[config.mk]
export PLATFORM = sky130hd
export DESIGN_NAME = scramble_whitener
export DESIGN_NICKNAME = d
export VERILOG_FILES = /design/src/rtl/scramble_whitener.sv
export SDC_FILE = /design/constraint.sdc
export NUM_CORES = 1
export LEC_CHECK = 0
export BUFFER_PORTS_ARGS = -buffer_cell sky130_fd_sc_hd__buf_2
export CAP_MARGIN = 25
export CORE_AREA = 5 5 43 45
export CTS_CLUSTER_SIZE = 30
export DETAILED_ROUTE_END_ITERATION = 10
export DIE_AREA = 0 0 48 50
export GPL_TIMING_DRIVEN = 0
export PLACE_DENSITY = 0.52
export SLEW_MARGIN = 20
export SYNTH_ARGS = -nofsm -noshare
export SYNTH_HDL_FRONTEND = slang
export SYNTH_SLANG_ARGS = --single-unit
[constraint.sdc]
create_clock -name clk -period 3.15 [get_ports clk]
set_clock_uncertainty 0.2 [all_clocks]
set_input_delay 0.4725 -clock clk [delete_from_list [all_inputs] [get_ports clk]]
set_output_delay 0.4725 -clock clk [all_outputs]
set_load 0.005 [all_outputs]
[src/rtl/scramble_whitener.sv]
// BLE data whitener (x^7+x^4+1 LFSR, seeded from the channel index), one-cycle registered latency.
// Optional feature macro: SCRAMBLE_AUTO_RELOAD_EN reseeds from the stored channel after each packet's last bit.
module scramble_whitener #(
    parameter int CHANNEL_NUMBER_BIT_WIDTH = 6
) (
    input  logic                                clk,
    input  logic                                rst,
    input  logic [CHANNEL_NUMBER_BIT_WIDTH-1:0] channel_number,
    input  logic                                channel_number_load,
    input  logic                                data_in,
    input  logic                                data_in_valid,
    input  logic                                data_in_valid_last,
    output logic                                data_out,
    output logic                                data_out_valid,
    output logic                                data_out_valid_last
);

    // lfsr[i] holds r_i; r6 is the output tap.
    function automatic logic [6:0] seed_of(input logic [5:0] ch);
        return {ch[0], ch[1], ch[2], ch[3], ch[4], ch[5], 1'b1};
    endfunction

    function automatic logic [6:0] advance(input logic [6:0] r);
        return {r[5], r[4], r[3] ^ r[6], r[2], r[1], r[0], r[6]};
    endfunction

    logic [5:0] ch_low;
    logic [6:0] lfsr;
    logic [6:0] base;
    logic [6:0] lfsr_next;

    assign ch_low = channel_number[5:0];

`ifdef SCRAMBLE_AUTO_RELOAD_EN
    logic [5:0] stored_channel;

    always_ff @(posedge clk) begin
        if (rst)
            stored_channel <= 6'd0;
        else if (channel_number_load)
            stored_channel <= ch_low;
    end
`endif

    // A load coinciding with a valid bit whitens that bit with the fresh seed.
    always_comb begin
        // NOTE: every always_comb output gets a default first so no path leaves it unassigned (no latch).
        base      = channel_number_load ? seed_of(ch_low) : lfsr;
        lfsr_next = base;
        if (data_in_valid) begin
            lfsr_next = advance(base);
`ifdef SCRAMBLE_AUTO_RELOAD_EN
            if (data_in_valid_last)
                lfsr_next = seed_of(channel_number_load ? ch_low : stored_channel);
`endif
        end
    end

    always_ff @(posedge clk) begin
        // NOTE: sequential state uses non-blocking assignments so every register samples pre-edge values.
        if (rst) begin
            lfsr                <= seed_of(6'd0);
            data_out            <= 1'b0;
            data_out_valid      <= 1'b0;
            data_out_valid_last <= 1'b0;
        end else begin
            lfsr                <= lfsr_next;
            data_out_valid      <= data_in_valid;
            data_out_valid_last <= data_in_valid & data_in_valid_last;
            if (data_in_valid)
                data_out <= data_in ^ base[6];
        end
    end

endmodule

==> results.toml, run 1 <==
[outcome]
status = "complete, no violations"

[synthesis]
synth.most_common_cell = "dfxtp_1"
yosysSeqAreaShare = 0.430
netlist_top_cells_area = "dfxtp_1, a211oi_1, mux4_2, mux2i_1, nor2b_1"
netlist_area_um2 = 465
async_flop_share = 0
synth_cell_types = 19
synth-main-ff-cell = "dfxtp_1"
synthCells = 42
yosys_warnings = 0
synthDominantCellAreaShare = 0.430
synth_top_cell_by_area = "dfxtp_1"
synth_commonest_cells = "dfxtp_1, a211oi_1, nor2b_1"
syn-num-nets = 54
syn_area_per_cell_um2 = 11.1
synth-edff-count = 0
ys_seq_elements = 10

[routing]
drt-total-wl_um = 882
routedWlPerCell_um = 11.8
drc = 0
wl_met1_um = 394
viasPerCell = 4.92
wl_met3_um = 86
drt-initial-drc-count = 6
vias = 369
ant_nets = 0
first_pass_iters = 2
met2WireLength_um = 401
routed.top_layer = "met3"

[run]
drv_cap = 0

[sta]
max_freq_mhz = 701
holdWs_ns = 0.204
final_hold_viol_count = 0
period_share = 0.453
slew_headroom = 0.731
drv_slew = 0
finalCriticalPeriod_ns = 1.43
worstMarginPinSlew_ns = 0.403
setup_violations = 0
rsz0062_at_grt = "no"
final.setup.tns_ns = 0

[min_path]
holdCritPathClass = "in -> reg"
min_from = "data_in_valid_last"
min_to = "data_out_valid_last"
min_path_cells = 2

[final_layout]
fin_util = 0.409
diodes = 0
area_growth_pct = 26.1
nNetsFinal = 72
drive_above_1_share = 0.407
final_cell_area_um2 = 587

[critical_path]
worst-r2r-cell-count = 3
critPathLaunchType = "input port"
end_kind = "register"
cpPeakStageDelay_ns = 0.50
crit_chain = "buf_2 -> buf_6 -> mux4_2 -> nor2b_1"
r2r_end = "lfsr[4]"
crit_type = "in -> reg"
critPathTopFamily = "multiplexers"
crit_required_ns = 3.09
critical_path_buf_inv_count = 2
r2r_setup_slack_ns = 1.76
worstPathArrival_ns = 1.37
r2r-start = "lfsr[3]"
cp_slowest_cell = "mux4_2"
crit_fanout = 10

[clock_network]
clockBufferDepth = 2
cts_buffers = 3
cts.repair.resized = 0
clk_pin_slew_ns = 0.07
htree_levels = 1
ctsRootBufferMaster = "clkbuf_4"
hold_buffers = 0
post_cts.repair.setup_buffers = 0
cts.sinks = 10
tritoncts = "built"
insertion_delay_ns = 0.26

[floorplanning]
dieArea_um2 = 2400
rows = 14
fp.dieW_um = 48
start_util = 0.324
coreArea_um2 = 1440
die_h_um = 50
ios = 15

[placement]
gp_congestion = 0.669
place.detailed.hpwl_um = 680
place_area_um2 = 551
io_buffers = 13

[global_routing]
track_usage = 0.0824
grt_pass1_vias = 363
grt_max_degree = 11
grt_overflow = 0
grt_pass1_wl_mm = 1.39
antenna_found_initial = 0

[power]
power_density_nw_per_um2 = 504
p_leak_nw = 0.254
ir_drop_mv = 0.361
-- how the worst max path moves through the flow --
stage | start | to | slack (ns) | depth (start not counted)
finish | channel_number_load | lfsr[4] | 1.72 | 4
detailed placement | channel_number_load | lfsr[4] | 1.44 | 4
floorplan | channel_number_load | lfsr[3] | 1.63 | 3
CTS | channel_number_load | lfsr[4] | 1.73 | 4
global route | channel_number_load | lfsr[4] | 1.71 | 4
global placement | channel_number_load | lfsr[3] | 1.46 | 4
-- report_power, final --
group          switching [mW]  internal [mW]  total [mW]
Clock                  0.0417         0.0701       0.112
Sequential            0.00363          0.136       0.140
Combinational          0.0194         0.0250      0.0444
Total                  0.0647          0.231       0.296
-- per-layer routing --
metal  global-route usage  up-vias
li1                     -      187
met1               0.0895      171
met2                0.126       11
met3               0.0655        0
met4               0.0135        0
met5                    0        -
-- state kept, by name (all words and copies together) (netlist names) --
name,cells
lfsr,7
data_out_valid,1
data_out,1
data_out_valid_last,1
-- final cells by class --
type | instances | area, um^2
buffer | 3 | 26.3
clock buffer | 4 | 36.3
fill | 157 | 850
inverter | 2 | 12.5
multi-input combinational | 27 | 226
sequential | 10 | 200
tap | 16 | 20.0
timing repair buffer | 13 | 65.1
-- placed cells by master (no fill, tap or decap) --
cell | Yosys | routed
a211oi_1 | 6 | 6
a21oi_1 | 1 | 1
and2_1 | 1 | 1
and2_2 | 1 | 1
buf_2 | 0 | 13
buf_6 | 2 | 2
clkbuf_1 | 1 | 1
clkbuf_4 | 0 | 3
clkbuf_8 | 0 | 1
dfxtp_1 | 10 | 10
inv_1 | 1 | 1
inv_6 | 1 | 1
mux2i_1 | 3 | 3
mux4_2 | 2 | 2
nand4b_1 | 1 | 1
nor2_1 | 1 | 1
nor2b_1 | 4 | 4
nor3_1 | 2 | 2
o311ai_1 | 1 | 1
or2_2 | 1 | 1
or4_1 | 1 | 1
xor2_1 | 2 | 2
-- metrics by stage --
step / total power, mW / worst slack, ns / instances
global route: 0.311 / 1.71 / 75
floorplan: 0.172 / 1.63 / 42
detailed placement: 0.188 / 1.44 / 71
CTS: 0.302 / 1.73 / 75
finish: 0.296 / 1.72 / 75
global placement: 0.187 / 1.46 / 71
-- cells by family (layout without fill, tap and decap cells) --
family / after synthesis / in the layout / synth area share
simple gates: 12 / 12 / 0.161
xor+xnor: 2 / 2 / 0.0376
flops: 10 / 10 / 0.430
mux: 5 / 5 / 0.161
compound gates: 8 / 8 / 0.126
buf+inv: 5 / 22 / 0.0833
-- worst reg2reg max path, delay by kind of cell (launching register included) --
| family | cells | cell delay [ns] |
|---|---|---|
| DFF | 1 | 0.32 |
| muxes | 1 | 0.46 |
| xor gates and xnor gates | 1 | 0.15 |
| and+or+nand+nor | 1 | 0.14 |
Note: power is estimated with default switching activity, not from simulation.
==> run 2, diff against run 1 <==
- clock period: 3.15 -> 1.4 ns (I/O delays scaled with it)
==> results.toml, run 2 (synthesis results as in run 1) <==
[power]
power_density_nw_per_um2 = 1120
p_leak_nw = 0.259
ir_drop_mv = 0.816

[final_layout]
top_register = "lfsr"
final_cell_area_um2 = 599
fin_util = 0.417
area_growth_pct = 28.8
diodes = 0
nNetsFinal = 73
fin_cells = 76
final_common_cell = "buf_2"
drive_above_1_share = 0.433
layout_common_cells = "buf_2, dfxtp_1, a211oi_1, nor2b_1"
largest_register_ffs = 7

[sta]
drv_slew = 0
period_share = 0.983
slew_headroom = 0.727
final_hold_viol_count = 0
max_freq_mhz = 727
rsz0062_at_grt = "yes"
holdWs_ns = 0.0125
setup_violations = 0
layout_setup_ws_ns = 0.0237
worstMarginPinSlew_ns = 0.409
finalCriticalPeriod_ns = 1.38

[critical_path]
r2r_setup_slack_ns = 0.02
crit_chain = "xor2_1 -> mux4_2 -> nor2b_1"
crit_required_ns = 1.35
worstPathArrival_ns = 1.32
crit_type = "reg -> reg"
end_kind = "register"
cpPeakStageDelay_ns = 0.45
crit_fanout = 2
cp_slowest_cell = "mux4_2"
critPathLaunchType = "register"

[global_routing]
grt_pass1_vias = 373
grt.met3_usage = 0.0655
grt_overflow = 0
groute.layer.met1.usage = 0.0895
met2_usage = 0.130
top_usage_layer = "met2"
track_usage = 0.0837
grt_pass1_wl_mm = 1.41
antenna_found_initial = 0
grt_max_degree = 11

[placement]
place.detailed.hpwl_um = 680
io_buffers = 13
place_inst = 71
place_area_um2 = 551
dp_slack_ns = -0.0428
gp_congestion = 0.669

[clock_network]
ctsRootBufferMaster = "clkbuf_4"
cts.sinks = 10
clockBufferDepth = 2
cts_buffers = 3
tritoncts = "built"
htree_levels = 1
insertion_delay_ns = 0.26
post_cts.repair.setup_buffers = 0
clk_pin_slew_ns = 0.07

[run]
drv_cap = 0

[min_path]
holdCritPathClass = "in -> reg"

[routing]
drt-initial-drc-count = 6
drc = 0
drt-total-wl_um = 899
routedWlPerCell_um = 11.8
first_pass_iters = 3
vias = 373
ant_nets = 0
viasPerCell = 4.91

[floorplanning]
die_h_um = 50
fp.dieW_um = 48
coreArea_um2 = 1440
ios = 15
rows = 14
dieArea_um2 = 2400
start_util = 0.324

[outcome]
status = "complete, no violations"
-- run 2: changes by cell type in the layout (fill, tap and decap cells not counted), sizes merged --
cell / delta
dlygate4sd3: +1
-- run 2: through the flow --
stage	setup TNS [ns]	total power, mW
CTS	0	0.682
floorplan	0	0.388
global placement	-0.0454	0.420
global route	-0.00364	0.702
detailed placement	-0.0732	0.422
finish	0	0.670
-- run 2: area by class of cell --
class,count,area (um^2)
fill,155,837
multi-input combinational,27,226
sequential,10,203
timing repair buffer,14,75.1
clock buffer,4,36.3
buffer,3,26.3
tap,16,20.0
inverter,2,12.5
-- run 2: final timing paths --
path	from	end	cells after the start
worst max register to register	lfsr[6]	lfsr[4]	3
worst max-delay path	lfsr[6]	lfsr[4]	3
worst min register to register	data_out	data_out	2
worst min-delay path	data_in_valid	lfsr[2]	2
-- run 2: repair_timing --
action                                  4_1_cts  5_1_grt
endpoints found under the hold margin         1        0
endpoints found under the setup margin        0        1
hold buffers                                  1        0
resized for setup                             0        2
-- run 2: critical path, delay by kind of cell, from the launching register on --
kind                      cells  cell delay (ns)
muxes                         1             0.45
DFF                           1             0.32
xor gates and xnor gates      1             0.15
and+or+nand+nor               1             0.14
-- run 2: where the power goes --
group / switching (mW) / leakage, nW / internal, mW / total (mW)
sequential: 0.00821 / 0.0836 / 0.307 / 0.315
clock: 0.0955 / 0.0210 / 0.158 / 0.253
combinational: 0.0439 / 0.154 / 0.0582 / 0.102
-- run 2: per-layer routing --
| metal | up-vias | wire, um |
|---|---|---|
| met1 | 173 | 392 |
| li1 | 189 | - |
| met2 | 11 | 415 |
| met4 | 0 | 0 |
| met3 | 0 | 91 |
| met5 | - | 0 |
==> run 3, diff against run 2 <==
- PLACE_DENSITY: 0.52 -> not set
- RECOVER_POWER: not set -> 50
==> results.toml, run 3 (synthesis results as in run 1) <==
[clock_network]
cts_buffers = 3
insertion_delay_ns = 0.26
post_cts.repair.setup_buffers = 0
tritoncts = "built"
clockBufferDepth = 2
clk_pin_slew_ns = 0.07
cts.sinks = 10
ctsRootBufferMaster = "clkbuf_4"
htree_levels = 1

[min_path]
holdCritPathClass = "in -> reg"
min_path_cells = 2

[final_layout]
fin_cells = 76
drive_above_1_share = 0.417
layout_common_cells = "buf_2, dfxtp_1, a211oi_1, nor2b_1"
top_register = "lfsr"
final_cell_area_um2 = 598
final_common_cell = "buf_2"
nNetsFinal = 73
fillers = 148
largest_register_ffs = 7
area_growth_pct = 28.5
diodes = 0
fin_util = 0.416

[floorplanning]
dieArea_um2 = 2400
coreArea_um2 = 1440
die_h_um = 50
fp.dieW_um = 48
start_util = 0.324
rows = 14
ios = 15

[power]
p_leak_nw = 0.258
power_density_nw_per_um2 = 1130
ir_drop_mv = 0.620
power_uw = 676

[sta]
max_freq_mhz = 733
slew_headroom = 0.708
setup_violations = 0
rsz0062_at_grt = "yes"
period_share = 0.975
final_hold_viol_count = 0
worstMarginPinSlew_ns = 0.439
finalCriticalPeriod_ns = 1.36
drv_slew = 0

[routing]
met2WireLength_um = 442
wl_met1_um = 423
drt-total-wl_um = 940
drc = 0
routed.top_layer = "met4"
routedWlPerCell_um = 12.4
viasPerCell = 4.86
ant_nets = 0
drt-initial-drc-count = 1
first_pass_iters = 2
wl_met3_um = 65
vias = 369

[critical_path]
critPathTopFamily = "multiplexers"
crit_required_ns = 1.34
cp.depth = 3
cpPeakStageDelay_ns = 0.44
crit_chain = "xor2_1 -> mux4_2 -> nor2b_1"
worst-r2r-cell-count = 3
worstPathArrival_ns = 1.31
crit_fanout = 2
critical_path_buf_inv_count = 0
cp_slowest_cell = "mux4_2"
end_kind = "register"
crit_type = "reg -> reg"
critPathLaunchType = "register"

[placement]
io_buffers = 13
place_area_um2 = 551
place.detailed.hpwl_um = 700
place_inst = 71
gp_congestion = 0.694

[global_routing]
grt_max_degree = 11
grt_overflow = 0
grt_pass1_vias = 361
grt_pass1_wl_mm = 1.50
antenna_found_initial = 0
track_usage = 0.0886

[run]
drv_cap = 0

[outcome]
status = "complete, no violations"
==> run 3: what timing repair did <==
item                                   in CTS  in global routing
setup endpoints to repair                   0                  1
hold buffers                                1                  0
endpoints found under the hold margin       1                  0
gates resized for setup                     0                  1
==> run 3: final timing paths <==
path                      start       end  slack [ns]
setup / recovery        lfsr[3]   lfsr[4]        0.04
setup reg to reg        lfsr[3]   lfsr[4]        0.04
hold / removal    data_in_valid   lfsr[2]       0.009
hold reg to reg        data_out  data_out        0.31
==> run 3: per-stage QoR <==
stage	setup TNS (ns)	hold slack [ns]	setup WS (ns)
finish	0	0.00857	0.0352
global route	-0.00893	0.00554	-0.00893
CTS	0	0.0000534	0.0301
detailed placement	-0.0539	0.216	-0.0296
global placement	-0.0292	0.216	-0.0147
floorplan	0	0.132	0.0751
==> run 3: area by class of cell <==
class / count / area (um^2) / share of cell area
Timing Repair Buffer: 14 / 75.1 / 0.126
Tap cell: 16 / 20.0 / 0.0335
Sequential cell: 10 / 201 / 0.337
Inverter: 2 / 12.5 / 0.0209
Buffer: 3 / 26.3 / 0.0439
Clock buffer: 4 / 36.3 / 0.0607
Multi-Input combinational cell: 27 / 226 / 0.379
==> run 3: per-layer routing <==
layer  vias up  track usage
li1        191            -
met1       168        0.107
met2         8        0.128
met3         2       0.0545
met4         0       0.0269
met5         -            0
==> run 3: worst reg2reg max path: stages (launching register included) <==
cell and delay [ns]:
dfxtp_2 0.32, xor2_1 0.15, mux4_2 0.44, nor2b_1 0.13
==> run 3: report_power, final <==
group / internal, mW / switching [mW] / leakage, nW
registers: 0.306 / 0.00774 / 0.0833
clock network: 0.158 / 0.101 / 0.0210
logic: 0.0581 / 0.0448 / 0.154
